<file path="config.mk">
export PLATFORM = sky130hd
export DESIGN_NAME = spec_key_decoder_flat
export DESIGN_NICKNAME = d
export VERILOG_FILES = /design/src/rtl/spec_key_decoder_if.sv /design/src/rtl/spec_key_decoder.sv /design/src/flat_wrapper.sv
export SDC_FILE = /design/constraint.sdc
export NUM_CORES = 1
export LEC_CHECK = 0
export ABC_AREA = 1
export BUFFER_PORTS_ARGS = -buffer_cell sky130_fd_sc_hd__clkbuf_2
export CAP_MARGIN = 20
export CORE_ASPECT_RATIO = 1.75
export CORE_MARGIN = 2
export CORE_UTILIZATION = 35
export CTS_BUF_LIST = sky130_fd_sc_hd__clkbuf_2 sky130_fd_sc_hd__clkbuf_4 sky130_fd_sc_hd__clkbuf_8
export DETAILED_ROUTE_END_ITERATION = 10
export SLEW_MARGIN = 40
export SYNTH_ARGS = -nofsm -noshare
export SYNTH_HDL_FRONTEND = slang
export SYNTH_SLANG_ARGS = --single-unit
</file>
<file path="constraint.sdc">
create_clock -name CLK -period 1.7 [get_ports CLK]
set_input_delay 0.085 -clock CLK [delete_from_list [all_inputs] [get_ports CLK]]
set_output_delay 0.085 -clock CLK [all_outputs]
set_load 0.005 [all_outputs]
</file>
<file path="src/rtl/spec_key_decoder_if.sv">
// Scan-code input and key-event output bundle for spec_key_decoder.
//   SCAN_CODE/SCAN_VALID : byte and one-cycle qualifier from the PS/2 receiver
//   END_OF_LINE, BACKSPACE, ESCAPE, TAB : one-cycle key-make pulses
//   KEY_HELD       : held level per key {TAB,ESC,BS,ENTER}
//   PREFIX_TIMEOUT : one-cycle pulse when a pending prefix is abandoned
interface spec_key_decoder_if;
  logic [7:0] SCAN_CODE;
  logic       SCAN_VALID;
  logic       END_OF_LINE;
  logic       BACKSPACE;
  logic       ESCAPE;
  logic       TAB;
  logic [3:0] KEY_HELD;
  logic       PREFIX_TIMEOUT;

  modport master (
    output SCAN_CODE, SCAN_VALID,
    input  END_OF_LINE, BACKSPACE, ESCAPE, TAB, KEY_HELD, PREFIX_TIMEOUT
  );

  modport slave (
    input  SCAN_CODE, SCAN_VALID,
    output END_OF_LINE, BACKSPACE, ESCAPE, TAB, KEY_HELD, PREFIX_TIMEOUT
  );
endinterface

</file>
<file path="src/rtl/spec_key_decoder.sv">
// PS/2 set-2 special-key decoder: tracks E0/F0 prefixes and turns makes and
// breaks of Enter, BackSpace, Esc and Tab into registered pulses and held levels.
//   CLK     : the only clock, rising edge
//   RESET_N : asynchronous active-low reset, deassertion synchronised internally
//   kb      : slave side of spec_key_decoder_if (scan input, key-event outputs)
module spec_key_decoder #(
  parameter logic [7:0]  ENTER_CODE     = 8'h5A,
  parameter logic [7:0]  BACKSPACE_CODE = 8'h66,
  parameter logic [7:0]  ESCAPE_CODE    = 8'h76,
  parameter logic [7:0]  TAB_CODE       = 8'h0D,
  parameter bit          EXT_ENTER_EN   = 1'b1,
  parameter int unsigned TIMEOUT_CYCLES = 1_000_000
) (
  input logic              CLK,
  input logic              RESET_N,
  spec_key_decoder_if.slave kb
);

  localparam int unsigned CNT_W   = $clog2(TIMEOUT_CYCLES + 1);
  localparam logic [CNT_W-1:0] CNT_MAX = CNT_W'(TIMEOUT_CYCLES);
  localparam logic [7:0]  PFX_EXT = 8'hE0;
  localparam logic [7:0]  PFX_BRK = 8'hF0;

  typedef enum logic [1:0] {
    S_IDLE    = 2'd0,
    S_EXT     = 2'd1,
    S_BRK     = 2'd2,
    S_EXT_BRK = 2'd3
  } state_t;

  // Reset synchroniser: asserts immediately, releases after two CLK edges.
  logic [1:0] rst_sync;
  logic       rst_int_n;

  always_ff @(posedge CLK or negedge RESET_N) begin
    if (!RESET_N) rst_sync <= 2'b00;
    else          rst_sync <= {rst_sync[0], 1'b1};
  end

  assign rst_int_n = rst_sync[1];

  state_t           state_q, state_d;
  logic [CNT_W-1:0] cnt_q, cnt_d;
  logic [3:0]       held_q, held_d;
  logic             eol_q, bs_q, esc_q, tab_q, pto_q;
  logic             eol_c, bs_c, esc_c, tab_c, pto_c;
  logic             is_make_c, is_break_c, is_ext_c;

  // Prefix tracking, timeout and key decode.
  always_comb begin
    state_d    = state_q;
    cnt_d      = cnt_q;
    held_d     = held_q;
    eol_c      = 1'b0;
    bs_c       = 1'b0;
    esc_c      = 1'b0;
    tab_c      = 1'b0;
    pto_c      = 1'b0;
    is_make_c  = 1'b0;
    is_break_c = 1'b0;
    is_ext_c   = 1'b0;

    if (kb.SCAN_VALID) begin
      // A valid byte always wins over a coincident timeout.
      cnt_d = '0;
      case (state_q)
        S_IDLE: begin
          if (kb.SCAN_CODE == PFX_EXT)      state_d = S_EXT;
          else if (kb.SCAN_CODE == PFX_BRK) state_d = S_BRK;
          else begin
            is_make_c = 1'b1;
            state_d   = S_IDLE;
          end
        end
        S_EXT: begin
          if (kb.SCAN_CODE == PFX_EXT)      state_d = S_EXT;
          else if (kb.SCAN_CODE == PFX_BRK) state_d = S_EXT_BRK;
          else begin
            is_make_c = 1'b1;
            is_ext_c  = 1'b1;
            state_d   = S_IDLE;
          end
        end
        S_BRK: begin
          // Repeated F0 is malformed; keep waiting for the break byte.
          if (kb.SCAN_CODE == PFX_BRK) state_d = S_BRK;
          else begin
            is_break_c = 1'b1;
            state_d    = S_IDLE;
          end
        end
        default: begin
          if (kb.SCAN_CODE == PFX_BRK) state_d = S_BRK;
          else begin
            is_break_c = 1'b1;
            is_ext_c   = 1'b1;
            state_d    = S_IDLE;
          end
        end
      endcase
    end else if (state_q != S_IDLE) begin
      if (cnt_q == CNT_MAX) begin
        state_d = S_IDLE;
        cnt_d   = '0;
        pto_c   = 1'b1;
      end else begin
        cnt_d = cnt_q + CNT_W'(1);
      end
    end else begin
      cnt_d = '0;
    end

    // Else-if chains keep the pulses mutually exclusive even with aliased codes.
    if (is_make_c && !is_ext_c) begin
      if (kb.SCAN_CODE == ENTER_CODE) begin
        eol_c = 1'b1;
        held_d[0] = 1'b1;
      end else if (kb.SCAN_CODE == BACKSPACE_CODE) begin
        bs_c = 1'b1;
        held_d[1] = 1'b1;
      end else if (kb.SCAN_CODE == ESCAPE_CODE) begin
        esc_c = 1'b1;
        held_d[2] = 1'b1;
      end else if (kb.SCAN_CODE == TAB_CODE) begin
        tab_c = 1'b1;
        held_d[3] = 1'b1;
      end
    end else if (is_make_c && EXT_ENTER_EN && kb.SCAN_CODE == ENTER_CODE) begin
      eol_c = 1'b1;
      held_d[0] = 1'b1;
    end

    if (is_break_c && !is_ext_c) begin
      if (kb.SCAN_CODE == ENTER_CODE)          held_d[0] = 1'b0;
      else if (kb.SCAN_CODE == BACKSPACE_CODE) held_d[1] = 1'b0;
      else if (kb.SCAN_CODE == ESCAPE_CODE)    held_d[2] = 1'b0;
      else if (kb.SCAN_CODE == TAB_CODE)       held_d[3] = 1'b0;
    end else if (is_break_c && EXT_ENTER_EN && kb.SCAN_CODE == ENTER_CODE) begin
      held_d[0] = 1'b0;
    end
  end

  // State, counter and registered outputs.
  always_ff @(posedge CLK or negedge rst_int_n) begin
    if (!rst_int_n) begin
      state_q <= S_IDLE;
      cnt_q   <= '0;
      held_q  <= 4'b0000;
      eol_q   <= 1'b0;
      bs_q    <= 1'b0;
      esc_q   <= 1'b0;
      tab_q   <= 1'b0;
      pto_q   <= 1'b0;
    end else begin
      state_q <= state_d;
      cnt_q   <= cnt_d;
      held_q  <= held_d;
      eol_q   <= eol_c;
      bs_q    <= bs_c;
      esc_q   <= esc_c;
      tab_q   <= tab_c;
      pto_q   <= pto_c;
    end
  end

  assign kb.END_OF_LINE    = eol_q;
  assign kb.BACKSPACE      = bs_q;
  assign kb.ESCAPE         = esc_q;
  assign kb.TAB            = tab_q;
  assign kb.KEY_HELD       = held_q;
  assign kb.PREFIX_TIMEOUT = pto_q;

endmodule

</file>
<file path="src/flat_wrapper.sv">
// flat-port wrapper written by rule: the top's interface ports become plain ports
module spec_key_decoder_flat 
#(
  parameter logic [7:0]  ENTER_CODE     = 8'h5A,
  parameter logic [7:0]  BACKSPACE_CODE = 8'h66,
  parameter logic [7:0]  ESCAPE_CODE    = 8'h76,
  parameter logic [7:0]  TAB_CODE       = 8'h0D,
  parameter bit          EXT_ENTER_EN   = 1'b1,
  parameter int unsigned TIMEOUT_CYCLES = 1_000_000
)
  (CLK, RESET_N, kb_SCAN_CODE, kb_SCAN_VALID, kb_END_OF_LINE, kb_BACKSPACE, kb_ESCAPE, kb_TAB, kb_KEY_HELD, kb_PREFIX_TIMEOUT);
  spec_key_decoder_if kb_i ();
  input logic CLK;
  input logic RESET_N;
  input wire logic [$bits(kb_i.SCAN_CODE)-1:0] kb_SCAN_CODE;
  input wire logic [$bits(kb_i.SCAN_VALID)-1:0] kb_SCAN_VALID;
  output wire logic [$bits(kb_i.END_OF_LINE)-1:0] kb_END_OF_LINE;
  output wire logic [$bits(kb_i.BACKSPACE)-1:0] kb_BACKSPACE;
  output wire logic [$bits(kb_i.ESCAPE)-1:0] kb_ESCAPE;
  output wire logic [$bits(kb_i.TAB)-1:0] kb_TAB;
  output wire logic [$bits(kb_i.KEY_HELD)-1:0] kb_KEY_HELD;
  output wire logic [$bits(kb_i.PREFIX_TIMEOUT)-1:0] kb_PREFIX_TIMEOUT;
  assign kb_i.SCAN_CODE = kb_SCAN_CODE;
  assign kb_i.SCAN_VALID = kb_SCAN_VALID;
  assign kb_END_OF_LINE = kb_i.END_OF_LINE;
  assign kb_BACKSPACE = kb_i.BACKSPACE;
  assign kb_ESCAPE = kb_i.ESCAPE;
  assign kb_TAB = kb_i.TAB;
  assign kb_KEY_HELD = kb_i.KEY_HELD;
  assign kb_PREFIX_TIMEOUT = kb_i.PREFIX_TIMEOUT;
  spec_key_decoder #(.ENTER_CODE(ENTER_CODE), .BACKSPACE_CODE(BACKSPACE_CODE), .ESCAPE_CODE(ESCAPE_CODE), .TAB_CODE(TAB_CODE), .EXT_ENTER_EN(EXT_ENTER_EN), .TIMEOUT_CYCLES(TIMEOUT_CYCLES)) u_core (.CLK(CLK), .RESET_N(RESET_N), .kb(kb_i));
endmodule
</file>
Word level (Yosys, flattened, before mapping):

Index checks and enable logic that the tools add are counted.

* register bits after elaboration: 33
* latch bits: 0
* memory bits (writable): 0
* memory bits (read-only): 0
* input port bits: 11
* output and inout port bits: 9
* logic and storage cells: 88
* memories: 0

* $add $sub $neg: 1
* multipliers: 0
* div/mod/pow operators: 0
* magnitude comparators: 0
* equality and inequality tests: 9
* shift operators: 0
* muxes and demuxes: 57
* bitwise operators: 0
* reductions and logical operators: 12

Operators by type and width (count)
* 20-bit 2-to-1 mux: 3
* 1-bit 2-to-1 mux: 39
* 8-bit by 7-bit equality test with 1-bit output, second input constant: 3
* 20-bit by 1-bit adder with 20-bit output, second input constant: 1
* 20-bit equality test, second input constant: 1
* 2-bit 2-to-1 mux: 9
* 8-bit equality test, second input constant: 2
* 3-bit 2-to-1 mux: 4
* 8-bit by 4-bit equality test with 1-bit output, second input constant: 1
* 2-bit nonzero test: 3
* 1-bit logical AND: 4
* 2-bit case mux with 2 select lines: 1
* 2-bit OR reduction: 2
* 2-bit by 1-bit equality test with 1-bit output, second input constant: 1
* 2-bit equality test, second input constant: 1
* 2-bit logical NOT: 1
* 1-bit case mux with 2 select lines: 1
* 2-bit AND reduction: 1
* 1-bit logical NOT: 1

Logic depth before layout (Yosys ltp):

Gate-level depths: netlist of run 1.

* word-level depth: 13
* gate-level depth with buffers: 9
* depth with buffers taken out: 9

Least setup slack after synthesis of run 1:

Ideal clock, no wire load.

* path kind: register to register
* from: reg u_core.cnt_q[0]
* to: reg u_core.cnt_q[16]
* arrival: 1200 ps
* slack: 374 ps
* cell stages (with the launch flop): 9
* clock period less this slack: 1326 ps
* cell sequence: dfrtp_1 inv_1 ha_1 nand3_1 nor2_2 nand3_4 nand3_4 buf_12 nor3_2

* cells in the longest elaborated chain, start to end: 4
* elaborated cells on any way between the ends: 5
* classes of those cells: add/sub: 1; eq/ne: 1; mux: 3

Ends and longest elaborated chain
* start: declaration: RTL line spec_key_decoder.sv:43 `logic [CNT_W-1:0] cnt_q, cnt_d;`
* start signal: assignment: RTL line spec_key_decoder.sv:156 `cnt_q <= cnt_d;`
* 20-bit by 1-bit adder with 20-bit output or 20-bit equality test (tied branches): RTL line spec_key_decoder.sv:107, spec_key_decoder.sv:102
* 20-bit 2-to-1 mux (*): RTL line spec_key_decoder.sv:102 `if (cnt_q == CNT_MAX) begin`
* 20-bit 2-to-1 mux (*): RTL line spec_key_decoder.sv:101 `end else if (state_q != S_IDLE) begin`
* 20-bit 2-to-1 mux (*): RTL line spec_key_decoder.sv:63 `if (kb.SCAN_VALID) begin`
* via u_core.cnt_d[16]: RTL line spec_key_decoder.sv:43

Mark *: on every way through the listed nets, which the timed path passes. The rest lies on a longest branch.
A chain may end at the register's enable or synchronous reset.

Final worst setup path of run 1:

* from: reg u_core.cnt_q[0]
* to: reg u_core.cnt_q[18]

Same word-level chain as after synthesis.

==> flow_summary_export.csv, run 1 <==
group,metric,value,unit
drt,drt-pass1-iter-count,4,
clock_tree,hold_buffers,1,
sta,setup_viol_count_final,0,
global_route,grt_use_total,15.57,%
sta,fin_worst_skew,0.008970,ns
setup_path,critical_path_required,1.88,ns
clock_tree,clockBufferDepth,2,
die,core,5255,sq um
global_route,antenna_found_initial,0,
logic_synthesis,synth-seq-area-share,43.51,%
logic_synthesis,synth_ff_type,"dfrtp_1",
logic_synthesis,syn_nets,258,
sta,fin_crit_sh,88.27,%
drt,drt_iter0_markers,30,
run_status,status,"complete, no violations",
placed_design,dpl.hpwl,3.187,mm
drt,remaining_drc_errors,0,
hold_path,hp-class,"in -> reg",
drt,drtAntennaViolNets,0,
logic_synthesis,synthArstFlopShare,100.0,%
drt,num_vias,1585,
setup_path,startpoint_type,"register",
logic_synthesis,syn-cell-area,1898,sq um
pwr,powerDensity,696.3,nW/um^2
logic_synthesis,ys_types,26,
pwr,peakVddDrop,0.4855,mV
sta,min_period,1.501,ns
die,die_h,101.4,um
drt,drt-wirelength-per-cell,12.06,um
die,rows,35,
clock_tree,cts-htree-levels,2,
clock_tree,cts.sinks,33,
global_route,grt_max_degree,32,
final_layout,finalNetCount,285,
clock_tree,clkLatencyLatePin,0.29,ns
global_route,grt_pass1_vias,1622,
logic_synthesis,ys_warn_count,0,
clock_tree,cts_tree,"yes",
clock_tree,cts_setup_buffers,0,
die,dieArea,6051,sq um
clock_tree,cts_buffers,5,
sta,finalSetupTns,0,ns
clock_tree,cts_root_buf,"clkbuf_8",
die,chipWidth,59.67,um
sta,slew_viol_final,0,
setup_path,crit_type,"reg -> reg",
placed_design,numPortBuffers,19,
final_layout,syn_to_final_growth,13.25,%
final_layout,final_util,40.90,%
global_route,grt_pass1_wl,7.031,mm
drt,vias_per_cell,4.847,
setup_path,critPathMaxFanout,4,
logic_synthesis,yosysTopAreaCell,"dfrtp_1",
final_layout,n_antenna_cell,0,
sta,timing.final.hold_violations,0,
flow_run,maxCapViolCount,0,
final_layout,multi_input_area,912.1,sq um
sta,max_freq,666.4,MHz
logic_synthesis,ys_seq_elements,33,
setup_path,cp_data_arrival_time,1.68,ns
setup_path,end_kind,"register",
global_route,gr-total-overflow,0,
logic_synthesis,synth_top_area_share,43.51,%
drt,routed_wl,3.943,mm
final_layout,fillers,565,
die,io-pin-count,20,
sta,rsz0062_at_grt,"false",
die,start_util,36.12,%
clock_tree,post_cts_resized,0,
final_layout,drive_gt1_share,23.16,%
final_layout,regArea,825.8,sq um
logic_synthesis,yosys-top-cells-area,"dfrtp_1, nand2_1, nor2_1",
pwr,power_leakage,0.9814,nW
clock_tree,clkTransAtPathRegs,0.07,ns
logic_synthesis,netlist_instances,245,
logic_synthesis,synth_edf_count,0,
placed_design,gp_routability_congestion,0.8075,
logic_synthesis,postSynthAreaPerCell,7.747,sq um
[cells in the mapped netlist (2+ instances only)]
cell type,number
xnor2_1,2
nand2_1,48
nand2_2,4
nand3b_1,2
nor2_1,43
nand3_4,2
nor3_2,2
dfrtp_1,33
inv_2,2
nor2_4,4
xor2_1,4
nand3_1,10
nor2_2,19
nor3_1,7
or2_1,3
a21oi_1,7
nand4_1,10
inv_1,34
ha_1,2
[path summary, 6_finish.rpt]
path | startpoint | end | slack, ns | cells past startpoint
hold reg to reg | u_core.rst_sync[1]$_DFF_PN0_ | u_core.cnt_q[0]$_DFF_PN0_ | 0.25 | 1
min in group asynchronous | RESET_N | u_core.rst_sync[1]$_DFF_PN0_ | 0.13 | 2
setup reg to reg | u_core.cnt_q[0]$_DFF_PN0_ | u_core.cnt_q[18]$_DFF_PN0_ | 0.20 | 8
setup / recovery | u_core.cnt_q[0]$_DFF_PN0_ | u_core.cnt_q[18]$_DFF_PN0_ | 0.20 | 8
max in group asynchronous | u_core.rst_sync[1]$_DFF_PN0_ | u_core.cnt_q[14]$_DFF_PN0_ | 1.15 | 1
hold / removal | kb_SCAN_VALID | u_core.cnt_q[15]$_DFF_PN0_ | 0.06 | 2
[worst max-delay path: stages (launching register included)]
cell	delay, ns
dfrtp_1	0.41
ha_1	0.19
nand2_1	0.08
nor2_2	0.19
nand3_2	0.17
nor2_4	0.15
nand3_1	0.08
nand2_1	0.07
nor2_1	0.04
[kinds of logic after synthesis]
kind of cell	count (synthesis)	share of synthesized area [%]
and+or+nand+nor	155	40.93
buffers and inverters	38	8.438
DFF	33	43.51
AOI/OAI and AO/OA	10	2.834
xor gates and xnor gates	6	2.769
adders and majority gates	2	1.318
other	1	0.1976
[through the flow]
stage	cell area [sq um]	hold slack, ns	total power [mW]	worst slack (ns)	std cells
final	2150	0.05550	1.497	0.1995	327
after global routing	2150	0.06570	1.565	0.07821	327
after CTS	2150	0.05563	1.514	0.1795	327
after detailed placement	2049	-0.1265	0.9151	0.2087	319
after global placement	2049	-0.1292	0.9135	0.2355	319
after floorplan	1898	-0.2106	0.8782	0.3736	245
[state kept, by name (all words and copies together) (netlist names)]
register	count
u_core.kb.KEY_HELD	4
u_core.cnt_q	20
u_core.kb.TAB	1
u_core.state_q	2
u_core.kb.END_OF_LINE	1
u_core.kb.ESCAPE	1
u_core.kb.PREFIX_TIMEOUT	1
u_core.kb.BACKSPACE	1
u_core.rst_sync	2
[cells in the final DEF (no fill, tap or decap), drive strengths merged, types with 2 or more instances in the layout]
master,n
a21oi,8
clkbuf,25
dfrtp,33
ha,2
inv,36
nand2,52
nand3,13
nand3b,2
nand4,10
nor2,66
nor3,9
o21ai,2
or2,3
xnor2,2
xor2,4
[cell type report]
cell class,instances,share of cell area (%)
Clock buffer,6,3.842
Clock inverter,1,0.3492
Inverter,37,6.519
Timing Repair Buffer,21,5.239
Sequential cell,33,38.42
Multi-Input combinational cell,174,42.43
Tap cell,55,3.201
[per-layer routing]
| layer | routed length [um] | share of wire [%] | global-route usage (%) |
|---|---|---|---|
| met1 | 1435 | 36 | 15.37 |
| met2 | 2283 | 58 | 29.43 |
| met3 | 106 | 2.7 | 2.427 |
| met4 | 117 | 3.0 | 8.205 |
| met5 | 0 | 0 | 0 |
[power by group]
| part | internal [mW] | switching [mW] | leakage (nW) |
|---|---|---|---|
| clock network | 0.319 | 0.278 | 0.0433 |
| registers | 0.795 | 0.00719 | 0.439 |
| logic | 0.0304 | 0.0668 | 0.499 |
Note: power is estimated with default switching activity, not from simulation.
==> run 2: changes to the inputs <==
--- a/config.mk
+++ b/config.mk
@@ -10,9 +10,10 @@
 export CAP_MARGIN = 20
 export CORE_ASPECT_RATIO = 1.75
 export CORE_MARGIN = 2
-export CORE_UTILIZATION = 35
+export CORE_UTILIZATION = 60
 export CTS_BUF_LIST = sky130_fd_sc_hd__clkbuf_2 sky130_fd_sc_hd__clkbuf_4 sky130_fd_sc_hd__clkbuf_8
 export DETAILED_ROUTE_END_ITERATION = 10
+export PLACE_DENSITY = 0.81
 export SLEW_MARGIN = 40
 export SYNTH_ARGS = -nofsm -noshare
 export SYNTH_HDL_FRONTEND = slang
==> constraint.sdc (replaced) <==
create_clock -name CLK -period 1.4 [get_ports CLK]
set_input_delay 0.07 -clock CLK [delete_from_list [all_inputs] [get_ports CLK]]
set_output_delay 0.07 -clock CLK [all_outputs]
set_load 0.005 [all_outputs]
==> run 2 against run 1 <==
Against the previous run: the run now ends with negative setup slack left; register-to-register slack lost 0.32 ns; sequential cell count is the same; via count grew 6.4%; critical path type unchanged; critical endpoint is now u_core.cnt_q[14]$_DFF_PN0_; largest cell class unchanged; highest routed layer unchanged.
==> flow_summary_export.csv, run 2 (synthesis gave the netlist of run 1 again) <==
group,metric,value,unit
run_status,status,"finished, violations left",
run_status,violations,"negative setup slack",
drt,drt-wirelength-per-cell,13.79,um
die,die_h,78.41,um
pwr,p_total,1.848,mW
clock_tree,cts-htree-levels,2,
global_route,grt_pass1_vias,1652,
final_layout,largest-register,"u_core.cnt_q",
final_layout,largest_reg_flops,20,
sta,fin_crit_sh,108.3,%
global_route,grt_max_degree,32,
pwr,peakVddDrop,0.7845,mV
drt,num_vias,1686,
sta,fin_worst_skew,0.004459,ns
setup_path,startpoint_type,"register",
global_route,grt_use_total,28.15,%
setup_path,crit_type,"reg -> reg",
final_layout,layout_commonest_cell,"nand2_1",
clock_tree,clockBufferDepth,2,
sta,setup_ws,-0.1158,ns
placed_design,dp.cells,313,
die,io-pin-count,20,
placed_design,dp_slack,-0.04271,ns
placed_design,dpl.hpwl,3.250,mm
global_route,antenna_found_initial,0,
setup_path,crit_path_top_delay_cell,"dfrtp_1",
final_layout,most-common-layout-cells,"nand2_1, nor2_1, inv_1, dfrtp_1, clkbuf_2",
sta,min_period,1.516,ns
final_layout,drive_gt1_share,30.53,%
sta,slew_viol_final,0,
sta,max_freq,659.7,MHz
pwr,powerDensity,800.7,nW/um^2
sta,timing.final.hold_violations,0,
clock_tree,clkTransAtPathRegs,0.06,ns
setup_path,crit_path_max_incr_delay,0.43,ns
drt,drt_iter0_markers,27,
final_layout,n_antenna_cell,0,
die,rows,27,
drt,routed_wl,4.522,mm
sta,finalSetupTns,-1.702,ns
sta,setup_viol_count_final,19,
setup_path,cpMostUsedCell,"nand3_4",
global_route,grt_pass1_wl,7.189,mm
pwr,power_leakage,1.050,nW
clock_tree,cts.sinks,33,
final_layout,final_cell_area,2308,sq um
global_route,gr-total-overflow,0,
setup_path,end_kind,"register",
placed_design,gp_routability_congestion,0.8729,
clock_tree,clkLatencyLatePin,0.29,ns
flow_run,maxCapViolCount,0,
clock_tree,cts_root_buf,"clkbuf_8",
drt,remaining_drc_errors,0,
clock_tree,cts_buffers,5,
final_layout,fin_cells,328,
placed_design,place_area,2079,sq um
setup_path,cp_data_arrival_time,1.69,ns
die,core,3074,sq um
die,chipWidth,46.52,um
final_layout,finalNetCount,298,
die,dieArea,3647,sq um
sta,rsz0062_at_grt,"true",
drt,drtAntennaViolNets,0,
final_layout,syn_to_final_growth,21.62,%
drt,vias_per_cell,5.140,
die,start_util,61.74,%
setup_path,critical_path_required,1.58,ns
placed_design,numPortBuffers,19,
drt,drt-pass1-iter-count,4,
setup_path,crit_chain,"inv_1 > ha_2 > nand3_2 > nor2_4 > nand3_4 > nand3_4 > buf_12 > nor3_2",
setup_path,critPathMaxFanout,8,
clock_tree,cts_tree,"yes",
hold_path,hp-class,"in -> reg",
## run 2: per-layer routing
layer / wire length (um) / up-vias / global-route usage [%] / part of all wire, %
met5: 0 / - / 0 / 0
met4: 188 / 0 / 14.86 / 4.2
met3: 136 / 17 / 5.747 / 3.0
met2: 2733 / 45 / 50.97 / 60
met1: 1464 / 788 / 27.40 / 32
li1: - / 836 / - / -
## run 2: stage by stage
| step | hold WS, ns | util, % |
|---|---|---|
| 2_1_floorplan | -0.2256 | - |
| 3_3_place_gp | -0.1441 | 67.64 |
| 3_5_place_dp | -0.1431 | 67.64 |
| 4_1_cts | 0.04196 | 72.45 |
| 5_1_grt | 0.04997 | 75.09 |
| 6_report | 0.04673 | 75.09 |
## run 2: path summary, 6_finish.rpt
kind	start	endpoint	slack (ns)	cells past startpoint
setup / recovery	u_core.cnt_q[1]$_DFF_PN0_	u_core.cnt_q[14]$_DFF_PN0_	-0.12	8
hold / removal	kb_SCAN_VALID	u_core.cnt_q[15]$_DFF_PN0_	0.05	2
setup reg to reg	u_core.cnt_q[1]$_DFF_PN0_	u_core.cnt_q[14]$_DFF_PN0_	-0.12	8
hold reg to reg	u_core.rst_sync[1]$_DFF_PN0_	u_core.cnt_q[14]$_DFF_PN0_	0.25	1
max in group asynchronous	u_core.rst_sync[1]$_DFF_PN0_	u_core.cnt_q[0]$_DFF_PN0_	0.84	1
min in group asynchronous	RESET_N	u_core.rst_sync[0]$_DFF_PN0_	0.10	2
## run 2: repair_timing
| item | CTS | global route |
|---|---|---|
| resized for setup | 4 | 12 |
| hold endpoints to repair | 2 | 0 |
| pin swaps | 2 | 7 |
| buffers inserted | 2 | 5 |
| setup endpoints to repair | 6 | 20 |
| cloned | 0 | 0 |
| hold buffers | 1 | 0 |
## run 2: critical path, delay by kind of cell, from the launching register on
kind,cells,cell delay (ns)
adder cells (fa/ha/maj),1,0.18
flip-flops,1,0.43
AND/OR/NAND/NOR,5,0.55
buffers and inverters,2,0.25
## run 2: where the power goes
| group | internal [mW] | switching (mW) |
|---|---|---|
| Clock | 0.409 | 0.328 |
| Sequential | 0.966 | 0.00938 |
| Combinational | 0.0486 | 0.0876 |
## run 2: area by class of cell
cell class              instances  area, sq um
clock buffers                   7        90.09
well taps                      43        53.80
repair buffers                 34        222.7
inverters                      37        140.1
flip-flops and latches         33        827.0
multi-input cells             174        974.7
fillers                       237        765.7
==> run 3: changes to the inputs <==
--- a/config.mk
+++ b/config.mk
@@ -8,12 +8,12 @@
 export ABC_AREA = 1
 export BUFFER_PORTS_ARGS = -buffer_cell sky130_fd_sc_hd__clkbuf_2
 export CAP_MARGIN = 20
-export CORE_ASPECT_RATIO = 1.75
+export CORE_ASPECT_RATIO = 1.1
 export CORE_MARGIN = 2
 export CORE_UTILIZATION = 60
 export CTS_BUF_LIST = sky130_fd_sc_hd__clkbuf_2 sky130_fd_sc_hd__clkbuf_4 sky130_fd_sc_hd__clkbuf_8
 export DETAILED_ROUTE_END_ITERATION = 10
-export PLACE_DENSITY = 0.81
+export PLACE_DENSITY = 0.9
 export SLEW_MARGIN = 40
 export SYNTH_ARGS = -nofsm -noshare
 export SYNTH_HDL_FRONTEND = slang
==> run 3 against run 2 <==
Against the previous run: the flow still finishes with violations (negative setup slack); cell count decreased by 1.2%; sequential share of layout area shrank 1.2 points; clock power grew 8.2%; global-route usage shrank 0.23 points; via count up 13%; die area is 0.47% lower; largest power group unchanged.
==> flow_summary_export.csv, run 3 (synthesis gave the netlist of run 1 again) <==
group,metric,value,unit
global_route,grt_pass1_wl,7.803,mm
final_layout,largest-register,"u_core.cnt_q",
global_route,antenna_found_initial,0,
hold_path,hp-class,"in -> async",
clock_tree,clkLatencyLatePin,0.36,ns
pwr,power_leakage,1.105,nW
final_layout,syn_to_final_growth,26.50,%
global_route,gr-total-overflow,0,
global_route,grt_pass1_vias,1735,
sta,finalSetupTns,-2.110,ns
setup_path,startpoint_type,"register",
sta,setup_viol_count_final,22,
setup_path,cp_data_arrival_time,1.80,ns
placed_design,dp.cells,302,
setup_path,end_kind,"register",
final_layout,layout_commonest_cell,"nand2_1",
run_status,violations,"negative setup slack",
die,chipWidth,57.63,um
drt,drtAntennaViolNets,0,
setup_path,rr_worst_depth,6,
global_route,grt_use_total,27.92,%
final_layout,multi_input_area,1040,sq um
placed_design,numPortBuffers,19,
final_layout,fillers,174,
drt,drt-wirelength-per-cell,17.85,um
pwr,p_total,1.940,mW
run_status,status,"finished, violations left",
final_layout,largest_reg_flops,20,
setup_path,crit_type,"reg -> reg",
die,io-pin-count,20,
sta,max_freq,636.5,MHz
final_layout,regArea,830.8,sq um
final_layout,drive_gt1_share,34.83,%
sta,min_period,1.571,ns
flow_run,maxCapViolCount,0,
drt,vias_per_cell,5.873,
sta,setup_ws,-0.1710,ns
drt,num_vias,1903,
die,start_util,62.82,%
clock_tree,cts_tree,"yes",
final_layout,fin_cells,324,
clock_tree,clockBufferDepth,2,
sta,fin_crit_sh,112.2,%
die,die_h,62.99,um
global_route,grt_max_degree,32,
clock_tree,clkTransAtPathRegs,0.11,ns
drt,drt_iter0_markers,169,
placed_design,gp_routability_congestion,0.8617,
die,dieArea,3630,sq um
sta,slew_viol_final,0,
final_layout,n_antenna_cell,0,
sta,fin_worst_skew,0.01533,ns
setup_path,regToRegSetupSlack,-0.17,ns
clock_tree,cts_buffers,5,
die,core,3022,sq um
clock_tree,cts-htree-levels,2,
final_layout,most-common-layout-cells,"nand2_1, nor2_1, inv_1, dfrtp_1, clkbuf_2",
sta,fin_hold_ws,0.03945,ns
die,rows,21,
pwr,powerDensity,807.8,nW/um^2
sta,timing.final.hold_violations,0,
clock_tree,cts_root_buf,"clkbuf_4",
clock_tree,cts.sinks,33,
setup_path,critPathMaxFanout,3,
setup_path,r2r-end,"u_core.cnt_q[6]$_DFF_PN0_",
drt,routed_wl,5.783,mm
placed_design,dpl.hpwl,2.820,mm
drt,remaining_drc_errors,0,
sta,rsz0062_at_grt,"true",
pwr,peakVddDrop,0.8865,mV
final_layout,finalNetCount,302,
setup_path,timing.rr.start,"u_core.cnt_q[1]$_DFF_PN0_",
setup_path,critical_path_required,1.63,ns
drt,drt-pass1-iter-count,5,
## run 3: how the worst max path moves through the flow
| stage | start | to | slack [ns] |
|---|---|---|---|
| 3_5_place_dp | u_core.cnt_q[0]$_DFF_PN0_ | u_core.cnt_q[18]$_DFF_PN0_ | -0.05 |
| 4_1_cts | u_core.cnt_q[0]$_DFF_PN0_ | u_core.cnt_q[18]$_DFF_PN0_ | -0.03 |
| 2_1_floorplan | u_core.cnt_q[0]$_DFF_PN0_ | u_core.cnt_q[16]$_DFF_PN0_ | 0.07 |
| 5_1_grt | u_core.cnt_q[1]$_DFF_PN0_ | u_core.cnt_q[6]$_DFF_PN0_ | -0.20 |
| 3_3_place_gp | u_core.cnt_q[0]$_DFF_PN0_ | u_core.cnt_q[2]$_DFF_PN0_ | 0.006 |
| 6_report | u_core.cnt_q[1]$_DFF_PN0_ | u_core.cnt_q[6]$_DFF_PN0_ | -0.17 |
## run 3: power by group
group	leakage (nW)	total (mW)	internal [mW]	switching, mW
sequential	0.433	0.976	0.965	0.0109
combinational	0.624	0.167	0.0608	0.107
clock	0.0489	0.796	0.446	0.351
## run 3: per-layer routing
metal | global-route usage [%] | vias to the layer above | share of wire [%]
li1 | - | 850 | -
met1 | 35.97 | 881 | 37
met2 | 44.89 | 129 | 48
met3 | 6.211 | 43 | 8.5
met4 | 11.63 | 0 | 6.3
met5 | 0 | - | 0
## run 3: timing repair
item	4_1_cts	5_1_grt
setup endpoints to repair	12	19
hold buffers	2	0
pin swaps	1	11
gates resized for setup	2	34
cloned	1	0
setup buffers	5	6
endpoints found under the hold margin	4	0
## run 3: worst max-delay path: stages (launching register included)
cell	delay, ns
dfrtp_1	0.48
ha_4	0.20
nand2_4	0.06
nor2_4	0.19
inv_2	0.09
nor3_1	0.32
nor3_2	0.12
## run 3: cell type report
type / instances / share of cell area [%]
timing repair buffer: 37 / 10.79
sequential: 33 / 34.60
tap: 34 / 1.772
clock buffer: 7 / 2.449
clock inverter: 1 / 1.251
inverter: 37 / 5.836
multi-input combinational: 175 / 43.30
## run 3: metrics by stage
step / cell area, sq um / utilization, % / worst slack, ns
2_1_floorplan: 1898 / - / 0.07358
3_3_place_gp: 2053 / 67.95 / 0.006302
3_5_place_dp: 2053 / 67.95 / -0.05214
4_1_cts: 2230 / 73.79 / -0.03170
5_1_grt: 2401 / 79.46 / -0.2031
6_report: 2401 / 79.46 / -0.1710
